## src/rtl/screen_wr_sched.sv

```systemverilog
`default_nettype none
// ============================================================================
// Module   : screen_wr_sched
// Purpose  : Screen RAM write-port scheduler. Shares the single RAM write
//            port between buffered host register writes (small synchronous
//            FIFO) and a block-fill engine (clear screen / rectangle fill).
//            At most one RAM write is issued per clock. When both sides have
//            work, a round-robin arbiter alternates grants (host wins the
//            first tie after reset).
// Ports    : clk, rst_n (async, active-low)
//            host_req/host_addr/host_data -> FIFO push, host_ready = !full
//            fifo_level                   -> current FIFO occupancy
//            fill_start/base/count/value  -> fill command, sampled when idle
//            fill_busy, fill_done         -> fill status / completion pulse
//            ram_wren/ram_wraddress/ram_data -> registered RAM write port
// Config   : SCREEN_WR_FILL_EN - when defined, the fill engine and the
//            round-robin arbiter are built. When undefined, the fill inputs
//            are ignored, fill_busy/fill_done read 0 and the FIFO drains at
//            one write per clock.
// Revision : 1.0 - initial release
// ============================================================================
module screen_wr_sched #(
  parameter int ADDR_W     = 16,
  parameter int DATA_W     = 8,
  parameter int FIFO_DEPTH = 4
) (
  input  logic                          clk,
  input  logic                          rst_n,
  input  logic                          host_req,
  input  logic [ADDR_W-1:0]             host_addr,
  input  logic [DATA_W-1:0]             host_data,
  output logic                          host_ready,
  output logic [$clog2(FIFO_DEPTH):0]   fifo_level,
  input  logic                          fill_start,
  input  logic [ADDR_W-1:0]             fill_base,
  input  logic [ADDR_W-1:0]             fill_count,
  input  logic [DATA_W-1:0]             fill_value,
  output logic                          fill_busy,
  output logic                          fill_done,
  output logic                          ram_wren,
  output logic [ADDR_W-1:0]             ram_wraddress,
  output logic [DATA_W-1:0]             ram_data
);

  localparam int c_ptr_w = $clog2(FIFO_DEPTH);
  localparam int c_lvl_w = c_ptr_w + 1;
  localparam int c_ent_w = ADDR_W + DATA_W;
  localparam logic [c_lvl_w-1:0] c_full_lvl = c_lvl_w'(FIFO_DEPTH);

  typedef enum logic [1:0] {
    ST_IDLE = 2'b00,
    ST_HOST = 2'b01,
    ST_FILL = 2'b10
  } arb_state_t;

  // --------------------------------------------------------------------------
  // Host write FIFO
  // --------------------------------------------------------------------------
  logic [c_ent_w-1:0] r_mem [FIFO_DEPTH];
  logic [c_ptr_w-1:0] r_wr_ptr;
  logic [c_ptr_w-1:0] r_rd_ptr;
  logic [c_lvl_w-1:0] r_level;
  logic               w_full;
  logic               w_empty;
  logic               w_push;
  logic               w_pop;
  logic [c_ent_w-1:0] w_head;

  assign w_full     = (r_level == c_full_lvl);
  assign w_empty    = (r_level == '0);
  // Readiness comes from registered state only; a same-cycle pop does not
  // make room for a push.
  assign w_push     = host_req & ~w_full;
  assign w_head     = r_mem[r_rd_ptr];
  assign host_ready = ~w_full;
  assign fifo_level = r_level;

  // Storage needs no reset: occupancy is tracked by r_level.
  always_ff @(posedge clk) begin
    if (w_push) begin
      r_mem[r_wr_ptr] <= {host_addr, host_data};
    end
  end

  always_ff @(posedge clk or negedge rst_n) begin
    if (!rst_n) begin
      r_wr_ptr <= '0;
      r_rd_ptr <= '0;
      r_level  <= '0;
    end else begin
      if (w_push) begin
        r_wr_ptr <= r_wr_ptr + c_ptr_w'(1);
      end
      if (w_pop) begin
        r_rd_ptr <= r_rd_ptr + c_ptr_w'(1);
      end
      case ({w_push, w_pop})
        2'b10:   r_level <= r_level + c_lvl_w'(1);
        2'b01:   r_level <= r_level - c_lvl_w'(1);
        default: r_level <= r_level;
      endcase
    end
  end

  // --------------------------------------------------------------------------
  // Arbitration decision (combinational, from registered state only)
  // --------------------------------------------------------------------------
  arb_state_t r_state;
  arb_state_t w_next;
  logic       w_host_pend;

  assign w_host_pend = ~w_empty;
  assign w_pop       = (w_next == ST_HOST);

`ifdef SCREEN_WR_FILL_EN
  // --------------------------------------------------------------------------
  // Fill engine
  // --------------------------------------------------------------------------
  logic [ADDR_W-1:0] r_cursor;
  logic [ADDR_W-1:0] r_remain;
  logic [DATA_W-1:0] r_value;
  logic              r_fill_busy;
  logic              r_fill_done;
  logic              r_last_fill;   // 1: the most recent grant went to the fill
  logic              w_fill_pend;
  logic              w_grant_fill;

  assign w_fill_pend  = r_fill_busy;
  assign w_grant_fill = (w_next == ST_FILL);
  assign fill_busy    = r_fill_busy;
  assign fill_done    = r_fill_done;

  always_comb begin
    w_next = ST_IDLE;
    if (w_host_pend && w_fill_pend) begin
      // Tie: the side not served last wins, giving strict H,F,H,F alternation.
      w_next = r_last_fill ? ST_HOST : ST_FILL;
    end else if (w_host_pend) begin
      w_next = ST_HOST;
    end else if (w_fill_pend) begin
      w_next = ST_FILL;
    end
  end

  always_ff @(posedge clk or negedge rst_n) begin
    if (!rst_n) begin
      r_cursor    <= '0;
      r_remain    <= '0;
      r_value     <= '0;
      r_fill_busy <= 1'b0;
      r_fill_done <= 1'b0;
    end else begin
      r_fill_done <= 1'b0;
      if (!r_fill_busy) begin
        if (fill_start) begin
          r_cursor <= fill_base;
          r_remain <= fill_count;
          r_value  <= fill_value;
          // A zero-length fill completes immediately without ever going busy.
          if (fill_count == '0) begin
            r_fill_done <= 1'b1;
          end else begin
            r_fill_busy <= 1'b1;
          end
        end
      end else if (w_grant_fill) begin
        // Cursor wraps naturally modulo 2^ADDR_W.
        r_cursor <= r_cursor + ADDR_W'(1);
        r_remain <= r_remain - ADDR_W'(1);
        if (r_remain == ADDR_W'(1)) begin
          r_fill_busy <= 1'b0;
          r_fill_done <= 1'b1;
        end
      end
    end
  end
`else
  logic w_fill_unused;

  assign w_fill_unused = ^{fill_start, fill_base, fill_count, fill_value};
  assign fill_busy     = 1'b0;
  assign fill_done     = 1'b0;

  always_comb begin
    w_next = ST_IDLE;
    if (w_host_pend) begin
      w_next = ST_HOST;
    end
  end
`endif

  // --------------------------------------------------------------------------
  // Arbiter FSM and registered RAM write port
  // --------------------------------------------------------------------------
  logic [ADDR_W-1:0] r_ram_addr;
  logic [DATA_W-1:0] r_ram_data;

  always_ff @(posedge clk or negedge rst_n) begin
    if (!rst_n) begin
      r_state    <= ST_IDLE;
      r_ram_addr <= '0;
      r_ram_data <= '0;
`ifdef SCREEN_WR_FILL_EN
      r_last_fill <= 1'b1;
`endif
    end else begin
      r_state <= w_next;
      // Address and data hold their last values on idle cycles.
      if (w_next == ST_HOST) begin
        r_ram_addr <= w_head[c_ent_w-1:DATA_W];
        r_ram_data <= w_head[DATA_W-1:0];
      end
`ifdef SCREEN_WR_FILL_EN
      else if (w_next == ST_FILL) begin
        r_ram_addr <= r_cursor;
        r_ram_data <= r_value;
      end
      if (w_next != ST_IDLE) begin
        r_last_fill <= (w_next == ST_FILL);
      end
`endif
    end
  end

  // The state register is the record of this cycle's write, so the enable
  // decodes straight from it.
  assign ram_wren      = (r_state != ST_IDLE);
  assign ram_wraddress = r_ram_addr;
  assign ram_data      = r_ram_data;

endmodule
`default_nettype wire

```

## config.mk

```make
export PLATFORM = sky130hd
export DESIGN_NAME = screen_wr_sched
export DESIGN_NICKNAME = d
export VERILOG_FILES = /design/src/rtl/screen_wr_sched.sv
export SDC_FILE = /design/constraint.sdc
export NUM_CORES = 1
export LEC_CHECK = 0
export BUFFER_PORTS_ARGS = -buffer_cell sky130_fd_sc_hd__buf_2
export CAP_MARGIN = 30
export CORE_ASPECT_RATIO = 0.75
export CORE_MARGIN = 5
export CORE_UTILIZATION = 31
export CTS_BUF_LIST = sky130_fd_sc_hd__clkbuf_8
export DETAILED_ROUTE_END_ITERATION = 8
export GPL_TIMING_DRIVEN = 0
export PLACE_DENSITY = 0.49
export SYNTH_ARGS = -nofsm -noshare
export SYNTH_HDL_FRONTEND = slang
export SYNTH_SLANG_ARGS = --single-unit
export TNS_END_PERCENT = 50
```

## constraint.sdc

```tcl
create_clock -name clk -period 5.57 [get_ports clk]
set_clock_uncertainty 0.05 [all_clocks]
set_input_delay 0.557 -clock clk [delete_from_list [all_inputs] [get_ports clk]]
set_output_delay 0.557 -clock clk [all_outputs]
set_load 0.03 [all_outputs]
```

# ---- After elaboration in Yosys (flattened, before gate mapping)
# Memory sizes are Yosys's and may differ from the RTL's. A register that Yosys moved wholly into a read port is not among the register bits.
# Index checks and enable logic that the tools add are counted.
dict set report totals {
  ff_bits 9
  ram_bits 96
  in_bits 68
  out_inout_bits 31
  word_cells 23
  n_memories 1
}
# name words word_bits read_ports rd_ports_with_merged_regs write_ports line_no
set mem_list {}
lappend mem_list {r_mem 4 24 1 1 1 59} ;# logic [c_ent_w-1:0] r_mem [FIFO_DEPTH];
dict set report op_classes {
  add_sub_neg 4
  n_eq_ne 4
  muxes 4
  bitwise_logic 2
  reduce_logical 4
}
# op n
set op_table {}
lappend op_table {{case mux 3 bit (2 select lines)} 1}
lappend op_table {{adder 2 x 1 -> 2 bit (second input constant)} 2}
lappend op_table {{equality test 2 x 1 -> 1 bit (second input constant)} 2}
lappend op_table {{nonzero test 2 bit} 2}
lappend op_table {{adder 3 x 1 -> 3 bit (second input constant)} 1}
lappend op_table {{equality test 3 bit (second input constant)} 1}
lappend op_table {{logical NOT 3 bit} 1}
lappend op_table {{2-to-1 mux 1 bit} 3}
lappend op_table {{subtractor 3 x 1 -> 3 bit (second input constant)} 1}
lappend op_table {{equality test 2 bit (second input constant)} 1}
lappend op_table {{bitwise AND 1 bit} 1}
lappend op_table {{logical NOT 1 bit} 1}
lappend op_table {{inverter 1 bit} 1}

# ---- Depth between registers and ports, before layout
dict set report logic_depth {
  ltp_word 5
  ltp_mapped 8
  ltp_nobuf 6
}

# ---- Least setup slack after synthesis
# No wires, ideal clock.
dict set report synth_timing {
  path_type {flip-flop to flip-flop}
  start {register r_level[0] (netlist: fifo_level[0])}
  end {register r_level[1] (netlist: fifo_level[1])}
  setup_ns 0.065
  arrival_ns 2.014
  required_time_ns 5.455
  path_slack_ns 3.441
  stages_incl_launch_ff 9
  n_path_buf 2
  synth_period_minus_slack_ns 2.129
  path_cell_list {dfrtp_1 > buf_2 > nor3_4 > inv_4 > buf_2 > nand2_1 > fa_1 > a21oi_1 > o22a_1}
}
dict set report synth_between {
  elab_chain_len 5
  word_cells_on_any_way 12
  classes_between {add/sub (2); eq/ne (4); mux (2); bitwise (2); reduce/logical (2)}
}
# item line_no
set synth_lines {}
lappend synth_lines {{start: declaration} 62} ;# logic [c_lvl_w-1:0] r_level;
lappend synth_lines {{start signal: assignment} 98} ;# 2'b10: r_level <= r_level + c_lvl_w'(1);
lappend synth_lines {{start signal: assignment} 99} ;# 2'b01: r_level <= r_level - c_lvl_w'(1);
lappend synth_lines {{start signal: assignment} 100} ;# default: r_level <= r_level;
lappend synth_lines {{logical NOT 3 bit (*)} 70} ;# assign w_empty = (r_level == '0);
lappend synth_lines {{2-to-1 mux 1 bit (*)} 186} ;# if (w_host_pend) begin
lappend synth_lines {{equality test 2 x 1 -> 1 bit (*)} 113} ;# assign w_pop = (w_next == ST_HOST);
lappend synth_lines {{named net w_pop} 66} ;# logic w_pop;
lappend synth_lines {{equality test 2 x 1 -> 1 bit or equality test 2 bit (tied branches)} 97} ;# case ({w_push, w_pop})
lappend synth_lines {{case mux 3 bit (2 select lines) or nonzero test 2 bit (tied branches)} n/a}
# Mark *: on every way through the listed nets, which the timed path passes. The rest lies on a longest branch.
# A chain may end at the register's enable or synchronous reset.

# ---- Final worst setup path
# Ends and elaborated chain as after synthesis.

==> impl_metrics.toml <==
[logic_synthesis]
ys_seq_elements = 128
ys_types = 26
ys_warn_count = 0
syn_area_per_cell_sq_um = 17.9
yosys.area.top_type = "edfxtp_1"
netlist_area_sq_um = 4900
synth.most_common_cell = "edfxtp_1"
synth_common_cells = "edfxtp_1, nand2_1, dfrtp_1"
synth_flop_cell = "edfxtp_1"
synth-edff-count = 96
ys_seq_area_frac = 0.752
syn_inst = 274
synth.area.top_cells = "edfxtp_1, dfrtp_1, mux4_2"
yosysTopAreaCellShare = 0.588
synthArstFlopShare = 0.250

[cells_and_area]
num-fill-cells = 1436
area_growth_pct = 21.3
drive_above_1_share = 0.322
final_nets = 426
stdcell_area_sq_um = 5950

[clocking]
cts_tree = "done"
cts_setup_buffers = 0
htreeDepth = 4
cts_resized = 0
path_clk_slew_ns = 0.07
clockRootBuffer = "clkbuf_8"
clock_path_buffers = 2
clk_latency_ns = 0.42
numCtsBuffers = 17
clkSinkCount = 128
cts_hold_buf = 0

[worst_setup_path]
worstPathMaxFanout = 10
startpoint_type = "flop"
end_kind = "flop"
critPathCapture = "fifo_level[1]"
r2r_slack_ns = 3.28
r2r-end = "fifo_level[1]"
worstSetupPathType = "flop to flop"
cp.arrival_ns = 2.60
required_ns = 5.88
reg2reg_depth = 8
cp-startpoint = "fifo_level[0]"
r2r_start = "fifo_level[0]"

[route]
drt_iter0_markers = 125
wl_per_cell_um = 16.5
postRouteAntennaNets = 0
vias = 2491
wl_mm = 9.44
avgViaCountPerCell = 4.35
drc_errors = 0
drt-pass1-iter-count = 4

[timing]
fin_crit_ns = 2.29
relSlewSlack = 0.460
fmax_mhz = 437
fin_crit_sh = 0.411
setup_viol = 0
rsz0062_at_grt = "false"
maxSlewViolCount = 0
fin_tns_setup_ns = 0
tightestPinTransition_ns = 0.810
hold_viol = 0

[die]
ios = 99
initial_core_util = 0.319
dieHeight_um = 119
die_w_um = 155
fp-row-count = 39
die-area_sq_um = 18400
coreArea_sq_um = 15400

[placed_design]
placed_area_sq_um = 5550
globalplace.congestion = 0.681
hpwl_mm = 6.13
portBuffers = 55

[grt]
grt_usage = 0.110
grt_start_max_net_pins = 33
grt_pass1_vias = 2694
antenna_found_initial = 1
grt_overflow = 0
grt_pass1_wl_mm = 15.1

[power_and_ir_drop]
peakVddDrop_mv = 0.171
power_density_nw_per_um2 = 567
p_leak_nw = 2.33

[flow_run]
cap_violations = 0

[hold_path]
hold_class = "input port to asynchronous set/reset pin"

[outcome]
status = "finished clean"
cells in the final DEF, fill, tap and decap left out:
cell type,count
edfxtp_1,96
nand2_1,75
buf_2,61
dfrtp_1,32
mux4_2,18
clkbuf_8,17
inv_1,12
mux4_1,6
and2_1,4
buf_4,4
ha_1,4
bufinv_16,4
buf_16,4
nor2_1,3
o21ai_0,3
xnor2_1,3
buf_6,2
buf_12,2
conb_1,2
clkinv_1,2
clkinv_2,2
diode_2,1
nor3_4,1
inv_4,1
a21boi_2,1
a21oi_1,1
o22a_1,1
o31ai_1,1
mux2_2,1
o22ai_1,1
a22oi_1,1
fa_1,1
critical path, stage by stage, from the launching register on:
cell	delay, ns
dfrtp_1	0.37
buf_2	0.17
nor3_4	0.46
inv_4	0.13
buf_2	0.24
nand2_1	0.10
fa_1	0.42
a21oi_1	0.14
o22a_1	0.14
sequential cells by signal, indices dropped and copies added (netlist names):
name           flops
r_mem             96
ram_wraddress     16
ram_data           8
fifo_level         3
r_rd_ptr           2
r_wr_ptr           2
r_state            1
report_power, final:
group	total, mW	internal, mW	switching [mW]
Clock	0.802	0.471	0.331
Combinational	1.18	0.479	0.697
Sequential	1.39	1.30	0.0915
per-stage QoR:
step / hold WS, ns / power (mW) / std cells / utilization / setup WS (ns)
2_1_floorplan: 0.211 / 2.24 / 275 / - / 3.44
3_3_place_gp: 0.396 / 2.55 / 535 / 0.354 / 2.90
3_5_place_dp: 0.403 / 2.63 / 539 / 0.361 / 3.24
4_1_cts: 0.181 / 3.44 / 571 / 0.387 / 3.23
5_1_grt: 0.221 / 3.59 / 571 / 0.387 / 3.16
6_report: 0.174 / 3.37 / 572 / 0.387 / 3.28
worst min-delay path by stage:
stage	end	slack [ns]	depth (start not counted)
finish	r_state[0]	0.17	1
global route	ram_data[4]	0.22	1
CTS	ram_data[4]	0.18	1
detailed placement	ram_data[3]	0.40	2
global placement	ram_data[7]	0.40	2
floorplan	fifo_level[0]	0.21	0
per-layer routing:
metal / vias up / track usage / part of all wire
li1: 1170 / - / -
met1: 1251 / 0.142 / 0.46
met2: 55 / 0.167 / 0.46
met3: 13 / 0.0460 / 0.060
met4: 2 / 0.0394 / 0.011
met5: - / 0 / 0.00074
cell families (layout without fill, tap and decap cells):
group | Yosys count | count (layout) | synth area share
AO/OA/AOI/OAI | 9 | 9 | 0.0125
XOR/XNOR | 3 | 3 | 0.00536
adder cells (fa/ha/maj) | 5 | 5 | 0.0143
buffers and inverters | 20 | 111 | 0.0301
flip-flops | 128 | 128 | 0.752
multiplexers | 25 | 25 | 0.117
other | 1 | 3 | 0.000765
AND/OR/NAND/NOR | 83 | 83 | 0.0682
cell type report:
class / count / area, sq um / area share
sequential: 128 / 3680 / 0.619
multi-input combinational: 127 / 1070 / 0.181
timing repair buffer: 59 / 385 / 0.0648
tap: 205 / 256 / 0.0431
clock buffer: 17 / 234 / 0.0393
clock inverter: 15 / 164 / 0.0276
buffer: 14 / 123 / 0.0206
inverter: 6 / 25.0 / 0.00421
antenna: 1 / 2.50 / 0.000421
No activity file was read; power rests on OpenSTA's default activity.
